--- config.mk ---
export PLATFORM = sky130hd
export DESIGN_NAME = superposition
export DESIGN_NICKNAME = d
export VERILOG_FILES = /design/src/rtl/superposition.sv
export SDC_FILE = /design/constraint.sdc
export NUM_CORES = 1
export LEC_CHECK = 0
export CORE_MARGIN = 2
export CORE_UTILIZATION = 42
export CTS_BUF_LIST = sky130_fd_sc_hd__clkbuf_4
export CTS_CLUSTER_SIZE = 30
export DETAILED_ROUTE_END_ITERATION = 10
export HOLD_SLACK_MARGIN = 0.12
export MAX_ROUTING_LAYER = met4
export PLACE_DENSITY = 0.67
export SYNTH_ARGS = -nofsm -noshare
export SYNTH_HDL_FRONTEND = slang
export SYNTH_SLANG_ARGS = --single-unit
--- constraint.sdc ---
create_clock -name clk -period 6.8 [get_ports clk]
set_input_delay 0.68 -clock clk [delete_from_list [all_inputs] [get_ports clk]]
set_output_delay 0.68 -clock clk [all_outputs]
set_load 0.05 [all_outputs]
--- src/rtl/superposition.sv ---
// superposition: averages NUM_VOICES signed voice samples into one output
// sample. Voices are captured in one cycle, summed serially (one voice per
// cycle) into a widened accumulator, then divided by an arithmetic shift.
module superposition #(
    parameter int NUM_VOICES = 8,
    parameter int SAMPLE_W   = 16,
    parameter int SHIFT      = 3
) (
    input  logic                           clk,
    input  logic                           rst,
    input  logic [NUM_VOICES*SAMPLE_W-1:0] samples,
    input  logic                           new_sample_ready,
    output logic                           generate_new_sample,
    output logic [SAMPLE_W-1:0]            out_sample
);

    localparam int ACC_W = SAMPLE_W + SHIFT;

    typedef enum logic [1:0] {
        REQ  = 2'd0,
        WAIT = 2'd1,
        ACC  = 2'd2,
        DONE = 2'd3
    } state_t;

    state_t                           state;
    logic [NUM_VOICES*SAMPLE_W-1:0]   voice_buf;
    logic signed [ACC_W-1:0]          acc;
    logic [SHIFT-1:0]                 idx;
    logic signed [SAMPLE_W-1:0]       cur_voice;
    logic signed [ACC_W-1:0]          cur_voice_ext;

    // Select the voice addressed by idx from the captured set and sign-extend it.
    always_comb begin
        cur_voice     = voice_buf[idx*SAMPLE_W +: SAMPLE_W];
        cur_voice_ext = ACC_W'(cur_voice);
    end

    // Request/capture/accumulate/publish sequencer with registered outputs.
    always_ff @(posedge clk) begin
        if (rst) begin
            // NOTE: the capture buffer and accumulator are cleared on reset too,
            // so an aborted mix can never leak a partial sum into a later one.
            state               <= REQ;
            generate_new_sample <= 1'b1;
            out_sample          <= '0;
            acc                 <= '0;
            idx                 <= '0;
            voice_buf           <= '0;
        end else begin
            // NOTE: all state updates are non-blocking so every branch reads
            // the pre-edge values of acc/idx/state.
            case (state)
                REQ: begin
                    state               <= WAIT;
                    generate_new_sample <= 1'b0;
                end
                WAIT: begin
                    if (new_sample_ready) begin
                        voice_buf <= samples;
                        acc       <= '0;
                        idx       <= '0;
                        state     <= ACC;
                    end
                end
                ACC: begin
                    acc <= acc + cur_voice_ext;
                    idx <= idx + 1'b1;
                    if (idx == SHIFT'(NUM_VOICES - 1)) begin
                        state <= DONE;
                    end
                end
                DONE: begin
                    // Arithmetic shift: floor division by NUM_VOICES.
                    out_sample          <= acc[ACC_W-1:SHIFT];
                    state               <= REQ;
                    generate_new_sample <= 1'b1;
                end
                default: begin
                    state               <= REQ;
                    generate_new_sample <= 1'b1;
                end
            endcase
        end
    end

endmodule

==> metrics.yaml, run 1 <==
sta:
  tightest_slew_ps: 1026
  rsz0062_at_grt: "false"
  skew_ps: 25.59
  slew_headroom: 0.3157
  finalHoldViolCount: 0
  clock.fmax_mhz: 237.1
  tns_ps: 0
  slew_violations: 0
  setup_viol: 0
  min_period_over_period: 0.6203
  period_minus_slack_ps: 4218
worst_setup_path:
  critPathKind: "reg -> reg"
  cp_data_required_time_ps: 7290
  r2r_end: "acc[16]"
  worstPathMaxFanout: 19
  path_cells: "buf_4 > mux4_2 > mux2_2 > ha_1 > fa_1 > a211oi_1 > o21bai_1 > o32a_1 > a21oi_1 > o21ai_1 > xor2_1 > a22o_1"
  crit_path_end_kind: "flip-flop"
  slowest_delay_ps: 710
  cp_slowest_cell: "dfxtp_2"
  r2r-start: "idx[0]"
  worstPathArrival_ps: 4710
  r2r_cells: 12
  critPathLaunchType: "flip-flop"
  r2r_slack_ps: 2580
global_routing:
  grt_max_degree: 103
  antenna_found_initial: 1
  grt_pass1_vias: 6225
  grt_pass1_wl_mm: 32.37
  grt.overflow.total: 0
  grtUsageTotal: 0.2160
synth:
  synthXorXnorAreaFrac: 0.01809
  synth_warnings: 0
  synth_adder_area_share: 0.04136
  async_flop_share: 0
  synth_fp_nets: 1052
  yosys.area_share.simple: 0.1698
  synth_area_sq_um: 7745
  synth.area.top_cells: "dfxtp_1 (44%), nand2_1 (14%), a21oi_1 (9.4%), mux4_2 (9.3%), ha_1 (3.9%)"
  synth_top_area_share: 0.4368
  synth_cells: 896
  synth.most_common_cell: "nand2_1"
  synth_top_family_by_area: "simple AND/OR/NAND/NOR gates"
  avgSynthCellArea_sq_um: 8.644
  synth_edf_count: 0
  synth_common_cells: "nand2_1 (279), dfxtp_1 (169), a21oi_1 (146)"
  synth_compound_area_frac: 0.1570
  ys_ff_latch: 169
  synth_top_cell_by_area: "dfxtp_1"
  synth-main-ff-cell: "dfxtp_1"
  synthMuxAreaShare: 0.1383
  synth_cell_type_count: 52
  yosysSeqAreaShare: 0.4368
drt:
  dr.pass1.iters: 5
  vias: 6471
  totalWireLength_mm: 20.21
  first_iter_violations: 424
  ant_nets: 0
  drc: 0
  drt-vias-per-instance: 5.193
  post_drt_wl_per_cell_um: 16.22
power:
  finalPower_w: 0.002379
  vdd.ir_drop.worst_mv: 0.1419
  powerDensity_nw_per_um2: 249.5
  leakage_nw: 3.476
clock_network:
  cts-root-buf: "clkbuf_4"
  cts.htree.levels: 4
  cts_resized: 0
  cts_setup_buffers: 0
  clkSlewWorstSetupHoldPaths_ps: 140
  ctsHoldBuffers: 0
  cts_tree: "built"
  clockBufferDepth: 2
  clk_latency_ps: 590
  numCtsBuffers: 17
  cts_sinks: 169
cells_and_area:
  drive_gt1_frac: 0.09646
  syn_to_final_growth_pct: 23.10
  num-nets-final: 1159
placed_design:
  gp_congestion: 0.8637
  io_buffer_count: 147
  post-dp-hpwl_mm: 14.65
die:
  start_util: 0.4297
  die_w_um: 139.8
  die_h_um: 139.8
  rows: 49
  ioPinCount: 148
  dieArea_sq_um: 19540
  coreArea_sq_um: 18020
hold_path:
  whs_path_depth: 2
  hp-start: "voice_buf[19]"
  min_to: "voice_buf[19]"
  hold_path_class: "reg -> reg"
flow_run:
  maxCapViolCount: 0
outcome:
  status: "complete, no violations"
routing by layer:
layer  GRT usage  part of all wire
met5           -                 0
met4     0.06526             0.023
met1      0.2837              0.46
met3     0.04818             0.040
met2      0.3350              0.48
cell usage in the layout, fill, tap and decap left out, types with 2 or more instances in the layout:
| master | instances |
|---|---|
| inv_1 | 9 |
| mux2_2 | 16 |
| o21ai_0 | 15 |
| clkbuf_4 | 17 |
| clkinv_2 | 3 |
| o21a_1 | 3 |
| ha_1 | 24 |
| nand3_1 | 5 |
| xor2_1 | 9 |
| a21o_1 | 14 |
| inv_6 | 4 |
| or2_2 | 2 |
| nand2b_1 | 4 |
| clkdlybuf4s50_1 | 146 |
| nand2_1 | 278 |
| dfxtp_1 | 168 |
| mux4_2 | 32 |
| buf_4 | 6 |
| nor2b_1 | 2 |
| clkinvlp_4 | 4 |
| a21oi_1 | 146 |
| mux2i_1 | 17 |
| a22o_1 | 2 |
| nor2_1 | 32 |
| a31oi_1 | 3 |
| a22oi_1 | 8 |
| o21ai_1 | 4 |
| nor3_1 | 3 |
| a21oi_2 | 2 |
| a211oi_1 | 2 |
| and2b_2 | 2 |
| xnor2_1 | 7 |
worst max-delay path by stage:
| stage | slack (ps) | endpoint | from | cells past startpoint |
|---|---|---|---|---|
| after global placement | 2560 | acc[16] | idx[0] | 12 |
| after detailed placement | 2550 | acc[16] | idx[0] | 12 |
| after floorplan | 3220 | acc[16] | idx[0] | 13 |
| final | 2580 | acc[16] | idx[0] | 12 |
| after CTS | 2520 | acc[16] | idx[0] | 12 |
| after global routing | 2330 | acc[16] | idx[0] | 12 |
flip-flops by register name, summed over array words and instances, names as in the netlist:
register,flops
acc,19
generate_new_sample,1
idx,3
out_sample,16
state,2
voice_buf,128
worst max-delay path: cells and delay by family, from the launching register on:
kind / cells / cell delay, ps
compound gates: 6 / 1340
xor+xnor: 1 / 150
fa+ha+maj: 2 / 630
buf+inv: 1 / 460
flops: 1 / 710
mux: 2 / 830
kinds of logic (layout without fill, tap and decap cells):
group                    Yosys count  in the layout
adder cells (fa/ha/maj)           25             25
AND/OR/NAND/NOR                  335            335
XOR/XNOR                          16             16
flip-flops                       169            169
other                              0              1
AO/OA/AOI/OAI                    213            213
buffers and inverters             73            193
multiplexers                      65             65
final cells by class:
class,count,area (sq um)
fillers,1730,8491
repair buffers,152,1506
inverters,9,33.78
well taps,229,286.5
flip-flops and latches,169,3385
clock inverters,15,120.1
multi-input cells,654,4073
diodes,1,2.502
clock buffers,17,127.6
metrics by stage:
step / instance area [sq um] / hold slack, ps / setup WS (ps) / std cells / utilization
6_report: 9534 / 460.9 / 2582 / 1246 / 0.5289
5_1_grt: 9534 / 479.2 / 2334 / 1246 / 0.5289
4_1_cts: 9532 / 464.0 / 2522 / 1245 / 0.5288
3_5_place_dp: 9284 / 444.2 / 2555 / 1213 / 0.5151
3_3_place_gp: 9284 / 439.0 / 2562 / 1213 / 0.5151
2_1_floorplan: 7745 / 433.1 / 3220 / 896 / -
power by group:
group	total [W]	internal (W)	switching, W
Clock	0.000523	0.000151	0.000372
Sequential	0.00119	0.00111	0.0000817
Combinational	0.000663	0.000290	0.000373
(Power assumes the default switching activity.)
==> inputs of run 2 (changes only) <==
==> constraint.sdc (replaced) <==
create_clock -name clk -period 4 [get_ports clk]
set_input_delay 0.4 -clock clk [delete_from_list [all_inputs] [get_ports clk]]
set_output_delay 0.4 -clock clk [all_outputs]
set_load 0.05 [all_outputs]
==> metrics.yaml, run 2 (synthesis results as in run 1) <==
outcome:
  status: "complete, no violations"
drt:
  totalWireLength_mm: 20.21  # about the same
  dr.pass1.iters: 7  # +2
  first_iter_violations: 407  # -4.0%
  ant_nets: 0  # unchanged
  post_drt_wl_per_cell_um: 16.17  # -0.32%
  drt-vias-per-instance: 5.266  # +1.4%
  drc: 0  # unchanged
  vias: 6582  # +1.7%
clock_network:
  clockBufferDepth: 2  # unchanged
  cts.htree.levels: 4  # unchanged
  clk_latency_ps: 570  # -20 ps
  clkSlewWorstSetupHoldPaths_ps: 150  # about the same
  ctsHoldBuffers: 0  # unchanged
  cts-root-buf: "clkbuf_4"
  cts_tree: "built"
  numCtsBuffers: 17  # unchanged
  cts_resized: 0  # unchanged
  cts_setup_buffers: 0  # unchanged
  cts_sinks: 169  # unchanged
sta:
  skew_ps: 23.54  # -2.056 ps
  rsz0062_at_grt: "false"
  slew_violations: 0  # unchanged
  period_minus_slack_ps: 3613  # -605.3 ps
  min_period_over_period: 0.9032  # +0.2829
  tns_ps: 0  # unchanged
  setup_viol: 0  # unchanged
  tightest_slew_ps: 976.9  # -49.56 ps
  layout_setup_ws_ps: 387.3  # -2195 ps
  clock.fmax_mhz: 276.8  # +17%
  finalHoldViolCount: 0  # unchanged
  slew_headroom: 0.3488  # +0.03304
worst_setup_path:
  worstPathMaxFanout: 11  # -8
  worstPathArrival_ps: 4080  # -630 ps
  crit_path_end_kind: "flip-flop"
  slowest_delay_ps: 560  # -150 ps
  critPathTopFamily: "compound AO/OA/AOI/OAI gates"
  r2r_end: "acc[16]"
  crit_buf_inv: 0  # -1
  cp_slowest_cell: "dfxtp_2"
  critPathLaunchType: "flip-flop"
  cp_data_required_time_ps: 4460  # -2830 ps
  r2r-start: "idx[0]"
  r2r_cells: 11  # -1
  critPathKind: "reg -> reg"
  r2r_slack_ps: 390  # -2190 ps
  path_cells: "mux4_2 > mux2_2 > ha_1 > fa_1 > a211oi_1 > o21bai_1 > o32a_1 > a21oi_1 > o21ai_1 > xor2_1 > a22o_1"
power:
  leakage_nw: 3.501  # +0.72%
  sw_frac_of_total: 0.3443  # -0.003499
  intPower_w: 0.002641  # +70%
  finalPower_w: 0.004028  # +69%
  vdd.ir_drop.worst_mv: 0.2846  # +100%
  seq_power_share: 0.503  # +0.002
  powerDensity_nw_per_um2: 421.2  # +69%
  comb_power_share: 0.285  # +0.006
  p_clk_frac: 0.213  # -0.007
  switching_power_w: 0.001387  # +68%
cells_and_area:
  largest-register: "voice_buf"
  largest_register_ffs: 128  # unchanged
  fillers: 1782  # +3.0%
  top_regs: "voice_buf x128, acc x19, out_sample x16"
  final_core_util: 0.5305  # +0.001597
  num-nets-final: 1164  # +0.43%
  instances_no_fill: 1250  # +0.32%
  syn_to_final_growth_pct: 23.47
  drive_gt1_frac: 0.09804  # +0.001583
  final_cell_mix: "nand2_1 (278), dfxtp_1 (168), a21oi_1 (146), clkdlybuf4s50_1 (146)"
  final_common_cell: "nand2_1"
placed_design:
  dpl.cell_count: 1218  # +0.41%
  place_worst_setup_slack_ps: 432.2  # -2122 ps
  gp_congestion: 0.8982  # +4.0%
  post-dp-hpwl_mm: 14.79  # +0.98%
  io_buffer_count: 147  # unchanged
global_routing:
  grt.overflow.total: 0  # unchanged
  grtUsageTotal: 0.2142  # -0.001823
  grt_pass1_vias: 6208  # -0.27%
  antenna_found_initial: 1  # unchanged
  grt_pass1_wl_mm: 32.21  # -0.51%
  grt_max_degree: 94  # -8.7%
die:
  coreArea_sq_um: 18020  # unchanged
  start_util: 0.4297  # unchanged
  ioPinCount: 148  # unchanged
  die_w_um: 139.8  # unchanged
  die_h_um: 139.8  # unchanged
  rows: 49  # unchanged
  dieArea_sq_um: 19540  # unchanged
flow_run:
  maxCapViolCount: 0  # unchanged
hold_path:
  min_to: "voice_buf[111]"
  hp-start: "samples[111]"
  whs_path_depth: 3  # +1
  hold_path_class: "in -> reg"
==> run 2: cell count changes in the layout (fill, tap and decap cells not counted) <==
cell	previous run	this run
buf_4	6	10
clkinv_1	1	3
buf_12	0	1
clkinv_2	3	2
clkinv_4	1	2
clkinv_8	1	0
clkinvlp_4	4	3
inv_6	4	3
==> run 2: worst max-delay path by stage <==
stage | start | end | slack (ps) | cells past startpoint
4_1_cts | idx[0] | acc[16] | 380 | 11
3_3_place_gp | idx[0] | acc[16] | 470 | 11
2_1_floorplan | idx[0] | acc[16] | 420 | 13
5_1_grt | idx[0] | acc[17] | 200 | 11
3_5_place_dp | idx[0] | acc[16] | 430 | 11
6_report | idx[0] | acc[16] | 390 | 11
==> run 2: power by group through the flow <==
stage / clock network [W] / logic (W) / registers, W
2_1_floorplan: 0 / 0.000812 / 0.00201
3_3_place_gp: 0 / 0.00114 / 0.00206
3_5_place_dp: 0 / 0.00115 / 0.00206
4_1_cts: 0.000876 / 0.00116 / 0.00203
5_1_grt: 0.000943 / 0.00128 / 0.00205
6_report: 0.000857 / 0.00115 / 0.00202
==> run 2: worst register-to-register path: stages (launching register included) <==
cell and delay (ps):
dfxtp_2 560, mux4_2 550, mux2_2 280, ha_1 210, fa_1 430, a211oi_1 270, o21bai_1 150, o32a_1 370
a21oi_1 260, o21ai_1 110, xor2_1 150, a22o_1 190
==> run 2: area by class of cell <==
class	count	area [sq um]	share of cell area
clock buffers	17	127.6	0.01335
repair buffers	157	1556	0.1628
flip-flops and latches	169	3385	0.3539
clock inverters	14	98.84	0.01034
inverters	9	33.78	0.003533
diodes	1	2.502	0.0002617
well taps	229	286.5	0.02996
multi-input cells	654	4073	0.4259
==> run 2: through the flow <==
| stage | hold slack, ps | cell area, sq um |
|---|---|---|
| 5_1_grt | 315.0 | 9563 |
| 3_5_place_dp | 444.5 | 9334 |
| 2_1_floorplan | 433.1 | 7745 |
| 3_3_place_gp | 438.7 | 9334 |
| 4_1_cts | 321.4 | 9560 |
| 6_report | 352.8 | 9563 |
==> run 2: routing by layer <==
| metal | wire, um | track usage | up-vias |
|---|---|---|---|
| met4 | 201 | 0.04526 | 0 |
| met2 | 9921 | 0.3481 | 141 |
| li1 | - | - | 3284 |
| met5 | 0 | - | - |
| met1 | 9263 | 0.2826 | 3138 |
| met3 | 822 | 0.03682 | 19 |
